`src/rtl/cu_pkg.sv`:
```
// Shared definitions for the LEGv8 multi-cycle control unit: FSM states, opcode
// match patterns, ALU and sign-extend codes, and instruction classes.
package cu_pkg;

    localparam int unsigned OpW = 11;

    // FSM state encoding; StTrap is reserved even when trapping is disabled.
    typedef enum logic [2:0] {
        StFetch  = 3'd0,
        StDecode = 3'd1,
        StExec   = 3'd2,
        StMem    = 3'd3,
        StWb     = 3'd4,
        StTrap   = 3'd5
    } cu_state_e;

    typedef enum logic [3:0] {
        ClsR,
        ClsI,
        ClsLoad,
        ClsStore,
        ClsShift,
        ClsB,
        ClsCbz,
        ClsCbnz,
        ClsIllegal
    } cu_class_e;

    // Match masks: B uses 6 opcode bits, CB 8, I 10, R/D all 11.
    localparam logic [OpW-1:0] MaskB  = 11'h7E0;
    localparam logic [OpW-1:0] MaskCb = 11'h7F8;
    localparam logic [OpW-1:0] MaskI  = 11'h7FE;
    localparam logic [OpW-1:0] MaskRd = 11'h7FF;

    localparam logic [OpW-1:0] OpAdd  = 11'h458;
    localparam logic [OpW-1:0] OpSub  = 11'h658;
    localparam logic [OpW-1:0] OpAnd  = 11'h450;
    localparam logic [OpW-1:0] OpOrr  = 11'h550;
    localparam logic [OpW-1:0] OpLdur = 11'h7C2;
    localparam logic [OpW-1:0] OpStur = 11'h7C0;
    localparam logic [OpW-1:0] OpLsl  = 11'h69B;
    localparam logic [OpW-1:0] OpLsr  = 11'h69A;
    localparam logic [OpW-1:0] OpB    = 11'h0A0;
    localparam logic [OpW-1:0] OpCbz  = 11'h5A0;
    localparam logic [OpW-1:0] OpCbnz = 11'h5A8;
    localparam logic [OpW-1:0] OpAddi = 11'h488;
    localparam logic [OpW-1:0] OpSubi = 11'h688;
    localparam logic [OpW-1:0] OpAndi = 11'h490;
    localparam logic [OpW-1:0] OpOrri = 11'h590;

    localparam logic [2:0] AluAdd  = 3'b000;
    localparam logic [2:0] AluSub  = 3'b001;
    localparam logic [2:0] AluAnd  = 3'b010;
    localparam logic [2:0] AluOrr  = 3'b011;
    localparam logic [2:0] AluPass = 3'b100;
    localparam logic [2:0] AluLsl  = 3'b101;
    localparam logic [2:0] AluLsr  = 3'b110;

    localparam logic [1:0] SeuAlu = 2'b00;
    localparam logic [1:0] SeuD   = 2'b01;
    localparam logic [1:0] SeuB   = 2'b10;
    localparam logic [1:0] SeuCb  = 2'b11;

    function automatic logic op_match(input logic [OpW-1:0] op, input logic [OpW-1:0] pat,
                                      input logic [OpW-1:0] mask);
        return (op & mask) == pat;
    endfunction

endpackage

```
`src/rtl/cu_decode.sv`:
```
// Combinational LEGv8 opcode decoder: instruction class plus the controls that
// depend only on the opcode. Shared with a future pipelined control unit.
module cu_decode
    import cu_pkg::*;
#(
    parameter int unsigned OPCODE_W = 11
) (
    input  logic [OPCODE_W-1:0] opcode_i,
    output cu_class_e           cls_o,
    output logic [2:0]          alu_op_o,
    output logic                alu_src_o,
    output logic [1:0]          seu_o,
    output logic                reg2loc_o
);

    logic [OpW-1:0] op;
    assign op = OpW'(opcode_i);

    // Classify the opcode; anything unmatched is illegal with all controls low.
    always_comb begin
        cls_o     = ClsIllegal;
        alu_op_o  = AluAdd;
        alu_src_o = 1'b0;
        seu_o     = SeuAlu;
        reg2loc_o = 1'b0;
        if (op_match(op, OpAdd, MaskRd)) begin
            cls_o = ClsR;
        end else if (op_match(op, OpSub, MaskRd)) begin
            cls_o    = ClsR;
            alu_op_o = AluSub;
        end else if (op_match(op, OpAnd, MaskRd)) begin
            cls_o    = ClsR;
            alu_op_o = AluAnd;
        end else if (op_match(op, OpOrr, MaskRd)) begin
            cls_o    = ClsR;
            alu_op_o = AluOrr;
        end else if (op_match(op, OpLdur, MaskRd)) begin
            cls_o     = ClsLoad;
            alu_src_o = 1'b1;
            seu_o     = SeuD;
        end else if (op_match(op, OpStur, MaskRd)) begin
            cls_o     = ClsStore;
            alu_src_o = 1'b1;
            seu_o     = SeuD;
            reg2loc_o = 1'b1;
        end else if (op_match(op, OpLsl, MaskRd)) begin
            cls_o     = ClsShift;
            alu_op_o  = AluLsl;
            alu_src_o = 1'b1;
        end else if (op_match(op, OpLsr, MaskRd)) begin
            cls_o     = ClsShift;
            alu_op_o  = AluLsr;
            alu_src_o = 1'b1;
        end else if (op_match(op, OpAddi, MaskI)) begin
            cls_o     = ClsI;
            alu_src_o = 1'b1;
        end else if (op_match(op, OpSubi, MaskI)) begin
            cls_o     = ClsI;
            alu_op_o  = AluSub;
            alu_src_o = 1'b1;
        end else if (op_match(op, OpAndi, MaskI)) begin
            cls_o     = ClsI;
            alu_op_o  = AluAnd;
            alu_src_o = 1'b1;
        end else if (op_match(op, OpOrri, MaskI)) begin
            cls_o     = ClsI;
            alu_op_o  = AluOrr;
            alu_src_o = 1'b1;
        end else if (op_match(op, OpCbz, MaskCb)) begin
            // Rt is tested by passing it through the ALU to the zero flag.
            cls_o     = ClsCbz;
            alu_op_o  = AluPass;
            seu_o     = SeuCb;
            reg2loc_o = 1'b1;
        end else if (op_match(op, OpCbnz, MaskCb)) begin
            cls_o     = ClsCbnz;
            alu_op_o  = AluPass;
            seu_o     = SeuCb;
            reg2loc_o = 1'b1;
        end else if (op_match(op, OpB, MaskB)) begin
            cls_o = ClsB;
            seu_o = SeuB;
        end
    end

endmodule

```
`src/rtl/multicycle_cu.sv`:
```
// Multi-cycle LEGv8 control unit: FETCH/DECODE/EXEC/MEM/WB sequencing with a
// memory ready handshake and a retired-instruction counter.
// Define CU_ILLEGAL_TRAP_EN to send unrecognised opcodes to a sticky TRAP state;
// otherwise they retire as NOPs.
module multicycle_cu
    import cu_pkg::*;
#(
    parameter int unsigned OPCODE_W = 11,
    parameter int unsigned ALUOP_W  = 3,
    parameter int unsigned CNT_W    = 32
) (
    input  logic                clk,
    input  logic                rst,
    input  logic [OPCODE_W-1:0] opcode,
    input  logic                zero,
    input  logic                mem_ready,
    output logic                bus_irWr,
    output logic                bus_pcWr,
    output logic                bus_pcSrc,
    output logic                bus_reg2loc,
    output logic [1:0]          bus_seu,
    output logic                bus_aluSrc,
    output logic [ALUOP_W-1:0]  bus_aluOp,
    output logic                bus_memRd,
    output logic                bus_memWr,
    output logic                bus_memToReg,
    output logic                bus_regWr,
    output logic [CNT_W-1:0]    retired,
    output logic [2:0]          state_o
);

    cu_state_e           state_q, state_d;
    logic [OPCODE_W-1:0] opcode_q;
    logic [OPCODE_W-1:0] dec_opcode;
    logic [CNT_W-1:0]    retired_q;
    logic                retire;

    cu_class_e  cls;
    logic [2:0] dec_alu_op;
    logic       dec_alu_src;
    logic [1:0] dec_seu;
    logic       dec_reg2loc;

    // The latch is not loaded until the end of DECODE, so decode the live IR there.
    assign dec_opcode = (state_q == StDecode) ? opcode : opcode_q;

    cu_decode #(
        .OPCODE_W (OPCODE_W)
    ) u_decode (
        .opcode_i  (dec_opcode),
        .cls_o     (cls),
        .alu_op_o  (dec_alu_op),
        .alu_src_o (dec_alu_src),
        .seu_o     (dec_seu),
        .reg2loc_o (dec_reg2loc)
    );

    // Next state and retirement strobe.
    always_comb begin
        state_d = state_q;
        retire  = 1'b0;
        case (state_q)
            StFetch:  if (mem_ready) state_d = StDecode;
            StDecode: state_d = StExec;
            StExec: begin
                case (cls)
                    ClsR, ClsI, ClsShift: state_d = StWb;
                    ClsLoad, ClsStore:    state_d = StMem;
                    ClsB, ClsCbz, ClsCbnz: begin
                        state_d = StFetch;
                        retire  = 1'b1;
                    end
                    default: begin
`ifdef CU_ILLEGAL_TRAP_EN
                        state_d = StTrap;
`else
                        state_d = StFetch;
                        retire  = 1'b1;
`endif
                    end
                endcase
            end
            StMem: begin
                if (mem_ready) begin
                    if (cls == ClsLoad) begin
                        state_d = StWb;
                    end else begin
                        state_d = StFetch;
                        retire  = 1'b1;
                    end
                end
            end
            StWb: begin
                state_d = StFetch;
                retire  = 1'b1;
            end
            StTrap:  state_d = StTrap;
            default: state_d = StFetch;
        endcase
    end

    // State, opcode latch and retirement counter; reset wins over everything.
    always_ff @(posedge clk) begin
        if (rst) begin
            state_q   <= StFetch;
            opcode_q  <= '0;
            retired_q <= '0;
        end else begin
            state_q <= state_d;
            if (state_q == StDecode) opcode_q <= opcode;
            if (retire) retired_q <= retired_q + CNT_W'(1);
        end
    end

    // Control outputs from state and decoded class; everything defaults low.
    always_comb begin
        bus_irWr     = 1'b0;
        bus_pcWr     = 1'b0;
        bus_pcSrc    = 1'b0;
        bus_reg2loc  = 1'b0;
        bus_seu      = SeuAlu;
        bus_aluSrc   = 1'b0;
        bus_aluOp    = '0;
        bus_memRd    = 1'b0;
        bus_memWr    = 1'b0;
        bus_memToReg = 1'b0;
        bus_regWr    = 1'b0;
        case (state_q)
            StFetch: begin
                bus_memRd = 1'b1;
                if (mem_ready) begin
                    bus_irWr = 1'b1;
                    bus_pcWr = 1'b1;
                end
            end
            StDecode: bus_reg2loc = dec_reg2loc;
            StExec: begin
                bus_reg2loc = dec_reg2loc;
                bus_seu     = dec_seu;
                bus_aluSrc  = dec_alu_src;
                bus_aluOp   = ALUOP_W'(dec_alu_op);
                case (cls)
                    ClsB: begin
                        bus_pcWr  = 1'b1;
                        bus_pcSrc = 1'b1;
                    end
                    ClsCbz: begin
                        bus_pcWr  = zero;
                        bus_pcSrc = 1'b1;
                    end
                    ClsCbnz: begin
                        bus_pcWr  = ~zero;
                        bus_pcSrc = 1'b1;
                    end
                    default: ;
                endcase
            end
            StMem: begin
                // Keep the address path driven for the whole memory wait.
                bus_reg2loc = dec_reg2loc;
                bus_seu     = dec_seu;
                bus_aluSrc  = dec_alu_src;
                bus_aluOp   = ALUOP_W'(dec_alu_op);
                bus_memRd   = (cls == ClsLoad);
                bus_memWr   = (cls == ClsStore);
            end
            StWb: begin
                bus_regWr    = 1'b1;
                bus_memToReg = (cls == ClsLoad);
            end
            default: ;
        endcase
    end

    assign retired = retired_q;
    assign state_o = state_q;

endmodule

```
`config.mk`:
```
export PLATFORM = sky130hd
export DESIGN_NAME = multicycle_cu
export DESIGN_NICKNAME = d
export VERILOG_FILES = /design/src/rtl/cu_pkg.sv /design/src/rtl/cu_decode.sv /design/src/rtl/multicycle_cu.sv
export SDC_FILE = /design/constraint.sdc
export NUM_CORES = 1
export LEC_CHECK = 0
export CORE_MARGIN = 2
export CORE_UTILIZATION = 30
export DETAILED_ROUTE_END_ITERATION = 10
export GPL_ROUTABILITY_DRIVEN = 0
export GPL_TIMING_DRIVEN = 0
export RECOVER_POWER = 50
export SETUP_SLACK_MARGIN = 0.3
export SYNTH_ARGS = -nofsm -noshare
export SYNTH_HDL_FRONTEND = slang
export SYNTH_SLANG_ARGS = --single-unit
```
`constraint.sdc`:
```
create_clock -name clk -period 4.1 [get_ports clk]
set_input_delay 0.41 -clock clk [delete_from_list [all_inputs] [get_ports clk]]
set_output_delay 0.41 -clock clk [all_outputs]
set_load 0.005 [all_outputs]
```
Word-level counts from Yosys, hierarchy flattened
Index checks and enable logic that the tools add are counted.
- word-level logic and storage cells: 137
- output and inout port bits: 49
- input port bits: 15
- flip-flop bits (word level): 46
- muxes and demuxes: 94
- add/subtract/negate cells: 1
- bitwise logic cells: 1
- reduce and logical (&&, ||, !) cells: 9
- eq/ne operators: 29
- operator list (operator ; count):
    equality test 11 bit (second input constant) ; 8
    two-way mux 4 bit ; 15
    two-way mux 3 bit ; 18
    equality test 10 bit (second input constant) ; 4
    two-way mux 1 bit ; 38
    adder 32 x 1 -> 32 bit (second input constant) ; 1
    two-way mux 2 bit ; 16
    equality test 4 x 3 -> 1 bit (second input constant) ; 4
    equality test 8 bit (second input constant) ; 2
    case mux 3 bit (5 select lines) ; 1
    two-way mux 11 bit ; 1
    OR reduction 3 bit ; 3
    equality test 4 x 2 -> 1 bit (second input constant) ; 2
    equality test 3 x 2 -> 1 bit (second input constant) ; 2
    equality test 3 bit (second input constant) ; 2
    equality test 6 x 3 -> 1 bit (second input constant) ; 1
    case mux 1 bit (3 select lines) ; 2
    case mux 3 bit (2 select lines) ; 1
    OR reduction 5 bit ; 1
    equality test 4 x 1 -> 1 bit (second input constant) ; 1
    logical NOT 4 bit ; 1
    inequality test 2 bit (second input constant) ; 2
    case mux 1 bit (2 select lines) ; 2
    OR reduction 2 bit ; 2
    4 further kinds ; 4

Logic depth before layout (Yosys ltp)
- word-level depth: 22
- gate-level depth with buffers: 11
- depth with buffers taken out: 7

By module
Synthesis repeated with hierarchy kept, for this count alone.
- cell total of the unflattened synthesis: 315
- area total of the unflattened synthesis: 2711.4 um2
- modules (own cells, without submodules) (module ; seq. area each (um2) ; instances ; cells each ; area each (um2)):
    multicycle_cu ; 920.9 ; 1 ; 271 ; 2383.5
    cu_decode ; 0.0 ; 1 ; 44 ; 327.8

Worst setup path after synthesis
No wires, ideal clock.
- path type: register to register
- from: reg state_q[1] (netlist: state_o[1])
- to: reg retired_q[22] (netlist: retired[22])
- library setup time: 0.070 ns
- period minus slack after synthesis: 2.664 ns
- arrival time: 2.593 ns
- stages on the path, launching flop included: 10
- buffers on the path: 2
- path slack: 1.436 ns
- cells stage by stage: dfxtp_1 > buf_6 > nor3b_2 > mux2i_1 > nand2_1 > a31oi_4 > a31oi_4 > buf_2 > or4_1 > a21oi_1
- word-level cells in the longest chain between the ends: 22
- ends and longest elaborated chain (element ; RTL line ; RTL):
    start, declared ; multicycle_cu.sv:32 ; cu_state_e state_q, state_d;
    start signal, assigned ; multicycle_cu.sv:105 ; state_q <= StFetch;
    start signal, assigned ; multicycle_cu.sv:109 ; state_q <= state_d;
    equality test 3 x 1 -> 1 bit ; multicycle_cu.sv:45 ; assign dec_opcode = (state_q == StDecode) ? opcode : opcode_q;
    two-way mux 11 bit ; - ;
    equality test 6 x 3 -> 1 bit ; cu_pkg.sv:66 ; return (op & mask) == pat;
    two-way mux 4 bit ; cu_decode.sv:80 ; end else if (op_match(op, OpB, MaskB)) begin
    two-way mux 4 bit ; cu_decode.sv:75 ; end else if (op_match(op, OpCbnz, MaskCb)) begin
    two-way mux 4 bit ; cu_decode.sv:69 ; end else if (op_match(op, OpCbz, MaskCb)) begin
    two-way mux 4 bit ; cu_decode.sv:65 ; end else if (op_match(op, OpOrri, MaskI)) begin
    two-way mux 4 bit ; cu_decode.sv:61 ; end else if (op_match(op, OpAndi, MaskI)) begin
    (+6 left out) ; - ;
    two-way mux 4 bit ; cu_decode.sv:34 ; end else if (op_match(op, OpOrr, MaskRd)) begin
    two-way mux 4 bit ; cu_decode.sv:31 ; end else if (op_match(op, OpAnd, MaskRd)) begin
    two-way mux 4 bit ; cu_decode.sv:28 ; end else if (op_match(op, OpSub, MaskRd)) begin
    two-way mux 4 bit ; cu_decode.sv:26 ; if (op_match(op, OpAdd, MaskRd)) begin
    equality test 4 x 2 -> 1 bit, or another cell as far along ; multicycle_cu.sv:66, multicycle_cu.sv:85 ;
    OR reduction 5 bit (no source line) / two-way mux 1 bit (equally long branches) ; - ;
    two-way mux 1 bit (on tied branches) ; multicycle_cu.sv:66, multicycle_cu.sv:84 ;
    case mux 1 bit (3 select lines) * ; multicycle_cu.sv:62 ; case (state_q)
    end signal, assigned ; multicycle_cu.sv:111 ; if (retire) retired_q <= retired_q + CNT_W'(1);
    end, declared ; multicycle_cu.sv:35 ; logic [CNT_W-1:0] retired_q;
Mark *: on every way between the ends. The rest lies on a longest branch, timed or not.
A chain may end at the register's enable or synchronous reset.

Worst setup path in the final report
- from: reg state_q[1] (netlist: state_o[1])
- to: out bus_pcWr
- word-level cells in the longest chain between the ends: 21
- ends and longest elaborated chain (element ; RTL line ; RTL):
    equality test 3 x 1 -> 1 bit ; multicycle_cu.sv:45 ;
    two-way mux 11 bit ; - ;
    equality test 6 x 3 -> 1 bit ; cu_pkg.sv:66 ;
    two-way mux 4 bit ; cu_decode.sv:80 ;
    two-way mux 4 bit ; cu_decode.sv:75 ;
    two-way mux 4 bit ; cu_decode.sv:69 ;
    two-way mux 4 bit ; cu_decode.sv:65 ;
    two-way mux 4 bit ; cu_decode.sv:61 ;
    (+5 left out) ; - ;
    two-way mux 4 bit ; cu_decode.sv:37 ; end else if (op_match(op, OpLdur, MaskRd)) begin
    two-way mux 4 bit ; cu_decode.sv:34 ;
    two-way mux 4 bit ; cu_decode.sv:31 ;
    two-way mux 4 bit ; cu_decode.sv:28 ;
    two-way mux 4 bit ; cu_decode.sv:26 ;
    equality test 4 x 3 -> 1 bit ; multicycle_cu.sv:142 ; case (cls)
    case mux 1 bit (3 select lines) ; multicycle_cu.sv:142 ;
    case mux 1 bit (2 select lines) * ; multicycle_cu.sv:128 ; case (state_q)
    end, declared ; multicycle_cu.sv:18 ; output logic bus_pcWr,
Marked as above.

==> flow_summary.json <==
{
  "syn_nets": 360,
  "start_util_pct": 31.24,
  "yosysWarningCount": 0,
  "cp-end-kind": "output pin",
  "synthTopCellsByArea": "dfxtp_1 (33%), a21oi_1 (7.8%), nand2_1 (4.8%), or4_1 (4.4%), o31ai_1 (4.1%)",
  "rsz0062_at_grt": "no",
  "syn_area_mm2": 0.002751,
  "diodes": 0,
  "vias_per_cell": 5.555,
  "drc": 0,
  "n_fill_cell": 875,
  "clock_skew_ns": 0.01096,
  "synth_ff_type": "dfxtp_1",
  "avgSynthCellArea_um2": 7.998,
  "crit_chain": "buf_6 -> nor3b_4 -> clkbuf_1 -> mux2i_1 -> o21ai_1 -> nor2_1 -> o21ai_0 -> xor2_1 -> a21o_1 -> clkdlybuf4s50_1",
  "grt_pass1_wl_mm": 13.57,
  "finalSetupViolCount": 0,
  "drv_cap": 0,
  "via_count": 2911,
  "synth_cells": 344,
  "path_max_fanout": 10,
  "antenna_found_initial": 0,
  "yosysUniqueCellTypes": 47,
  "clock_sink_count": 46,
  "fp-row-count": 34,
  "netlist.area_leader.share_pct": 33.47,
  "synthTopCellsByCount": "dfxtp_1 (46), a21oi_1 (43), nand2_1 (35)",
  "fin_crit_ns": 3.701,
  "yosysSeqAreaShare_pct": 33.47,
  "dr.pass1.iters": 4,
  "finalHoldViolCount": 0,
  "numCtsBuffers": 5,
  "fp.dieH_um": 99.77,
  "yosysMostFrequentCell": "dfxtp_1",
  "grt_usage_pct": 16.69,
  "io_buffer_count": 62,
  "cpMaxStageDelayCell": "clkbuf_1",
  "fin_ws_ns": 0.3989,
  "cp_top_family": "buffers and inverters",
  "fin_crit_sh_pct": 90.27,
  "worstMarginPinSlew_ns": 0.5477,
  "async_reset_ff_share_pct": 0,
  "cp-endpoint": "bus_pcWr",
  "drt.antenna.violating_nets": 0,
  "timing.rr.start": "state_o[1]",
  "critPathRequiredTime_ns": 3.69,
  "clock_latency_ns": 0.31,
  "clockRootBuffer": "clkbuf_8",
  "first_global_vias": 2740,
  "fin_setup_tns_ns": 0,
  "regToRegSetupSlack_ns": 1.07,
  "clock_path_buffers": 2,
  "grt-ovfl-total": 0,
  "slew_headroom_pct": 62.44,
  "yosysTopAreaCell": "dfxtp_1",
  "cts_tree": "done",
  "dieArea_mm2": 0.009953,
  "crit_arrival_ns": 3.29,
  "post_drt_wl_per_cell_um": 15.94,
  "critPathLaunch": "state_o[1]",
  "status": "finished clean",
  "h-tree-depth": 2,
  "p_leak_nw": 1.308,
  "path_clk_slew_ns": 0.08,
  "max_freq_mhz": 270.2,
  "power_density_mw_per_mm2": 250.1,
  "synth_edf_count": 0,
  "criticalPathCategory": "reg -> out",
  "crit_buf_inv": 3,
  "hp-class": "reg -> reg",
  "first_iter_violations": 152,
  "r2r_cells": 10,
  "dp_slack_ns": 0.4627,
  "final_layout_size_suffix_gt1_share_pct": 7.452,
  "fin_nets": 431,
  "fp.dieW_um": 99.77,
  "slew_violations": 0,
  "rr_endpoint": "retired[28]",
  "ios": 64,
  "core_area_mm2": 0.008806,
  "dp_hpwl_mm": 6.150,
  "cts-hold-fix-buffers": 0,
  "area_delta_synth_final_pct": 32.70,
  "ys_ff_latch": 46,
  "worst_setup_path_start_kind": "flop",
  "cpPeakStageDelay_ns": 0.45,
  "grt_start_max_net_pins": 14,
  "finalWirelength_mm": 8.351,
  "worst-path-stages": 10,
  "peakVddDrop_mv": 0.1314
}
-- state kept, by name (all words and copies together) (netlist names) --
| register | cells |
|---|---|
| opcode_q | 11 |
| retired | 32 |
| state_o | 3 |
-- worst min path at each step --
stage	start	slack (ns)	depth (start not counted)	to
floorplan	opcode_q[2]	0.45	2	opcode_q[2]
global placement	opcode_q[2]	0.46	2	opcode_q[2]
detailed placement	opcode_q[2]	0.47	2	opcode_q[2]
CTS	opcode_q[2]	0.48	2	opcode_q[2]
global route	opcode_q[2]	0.51	2	opcode_q[2]
finish	opcode_q[2]	0.47	2	opcode_q[2]
-- kinds of logic (layout without fill, tap and decap cells) --
family | Yosys count | count (layout) | share of synthesized area [%]
buffers and inverters | 27 | 99 | 5.411
flip-flops | 46 | 46 | 33.47
multiplexers | 12 | 12 | 4.548
adder cells (fa/ha/maj) | 1 | 1 | 0.4547
AO/OA/AOI/OAI | 100 | 100 | 23.19
AND/OR/NAND/NOR | 156 | 156 | 32.29
XOR/XNOR | 2 | 2 | 0.6368
-- layer usage --
metal | GRT usage, % | wire (µm)
met1 | 22.68 | 3932
met2 | 27.55 | 3989
met3 | 2.178 | 324
met4 | 5.163 | 105
met5 | 0 | 0
-- layout by cell type, fill, tap and decap left out, types with 4 or more instances in the layout --
cell type	count
dfxtp_1	46
a21o_1	6
and2_1	4
inv_1	6
nor3_1	4
a21oi_1	43
or3_1	12
mux2_2	4
mux2i_1	8
nor3b_1	4
nand2_1	35
or4_1	16
nand3_1	13
and3_1	9
nand4_1	8
nor2_1	27
clkbuf_1	12
clkbuf_8	8
nand2b_1	5
buf_6	6
and4b_1	4
clkdlybuf4s50_1	26
dlygate4sd3_1	36
o21ai_1	17
o31ai_1	15
-- stage by stage --
stage | utilization [%] | hold WS (ns) | area, µm² | total power [W] | std cells
after floorplan | - | 0.4455 | 2751 | 0.0005407 | 344
after global placement | 39.83 | 0.4588 | 3507 | 0.0005889 | 514
after detailed placement | 39.83 | 0.4656 | 3507 | 0.0005901 | 514
after CTS | 41.16 | 0.4769 | 3625 | 0.0009163 | 522
after global routing | 41.46 | 0.5062 | 3651 | 0.0009430 | 524
final | 41.46 | 0.4745 | 3651 | 0.0009130 | 524
-- repair_timing --
item                                    in CTS  in global routing
resized for setup                            2                  4
endpoints found under the setup margin       2                  3
setup buffers                                0                  2
endpoints found under the hold margin        0                  0
-- power by group --
| group | total [W] | switching (W) | leakage, nW | internal (W) |
|---|---|---|---|---|
| Combinational | 0.000121 | 0.0000682 | 0.879 | 0.0000530 |
| Sequential | 0.000462 | 0.00000839 | 0.372 | 0.000454 |
| Clock | 0.000330 | 0.000159 | 0.0575 | 0.000171 |
-- worst min-delay path: stages, from the launching register on --
cell	delay [ns]
dfxtp_1	0.33
nand2_1	0.05
a21oi_1	0.05
-- cell type report --
type	count	area, µm²	area share, %
buffer	21	126.4	3.461
clock buffer	8	110.1	3.016
inverter	6	22.52	0.6169
multi-input combinational	271	1700	46.57
sequential	46	920.9	25.22
tap	108	135.1	3.701
timing repair buffer	64	635.6	17.41
(Power assumes the default switching activity.)
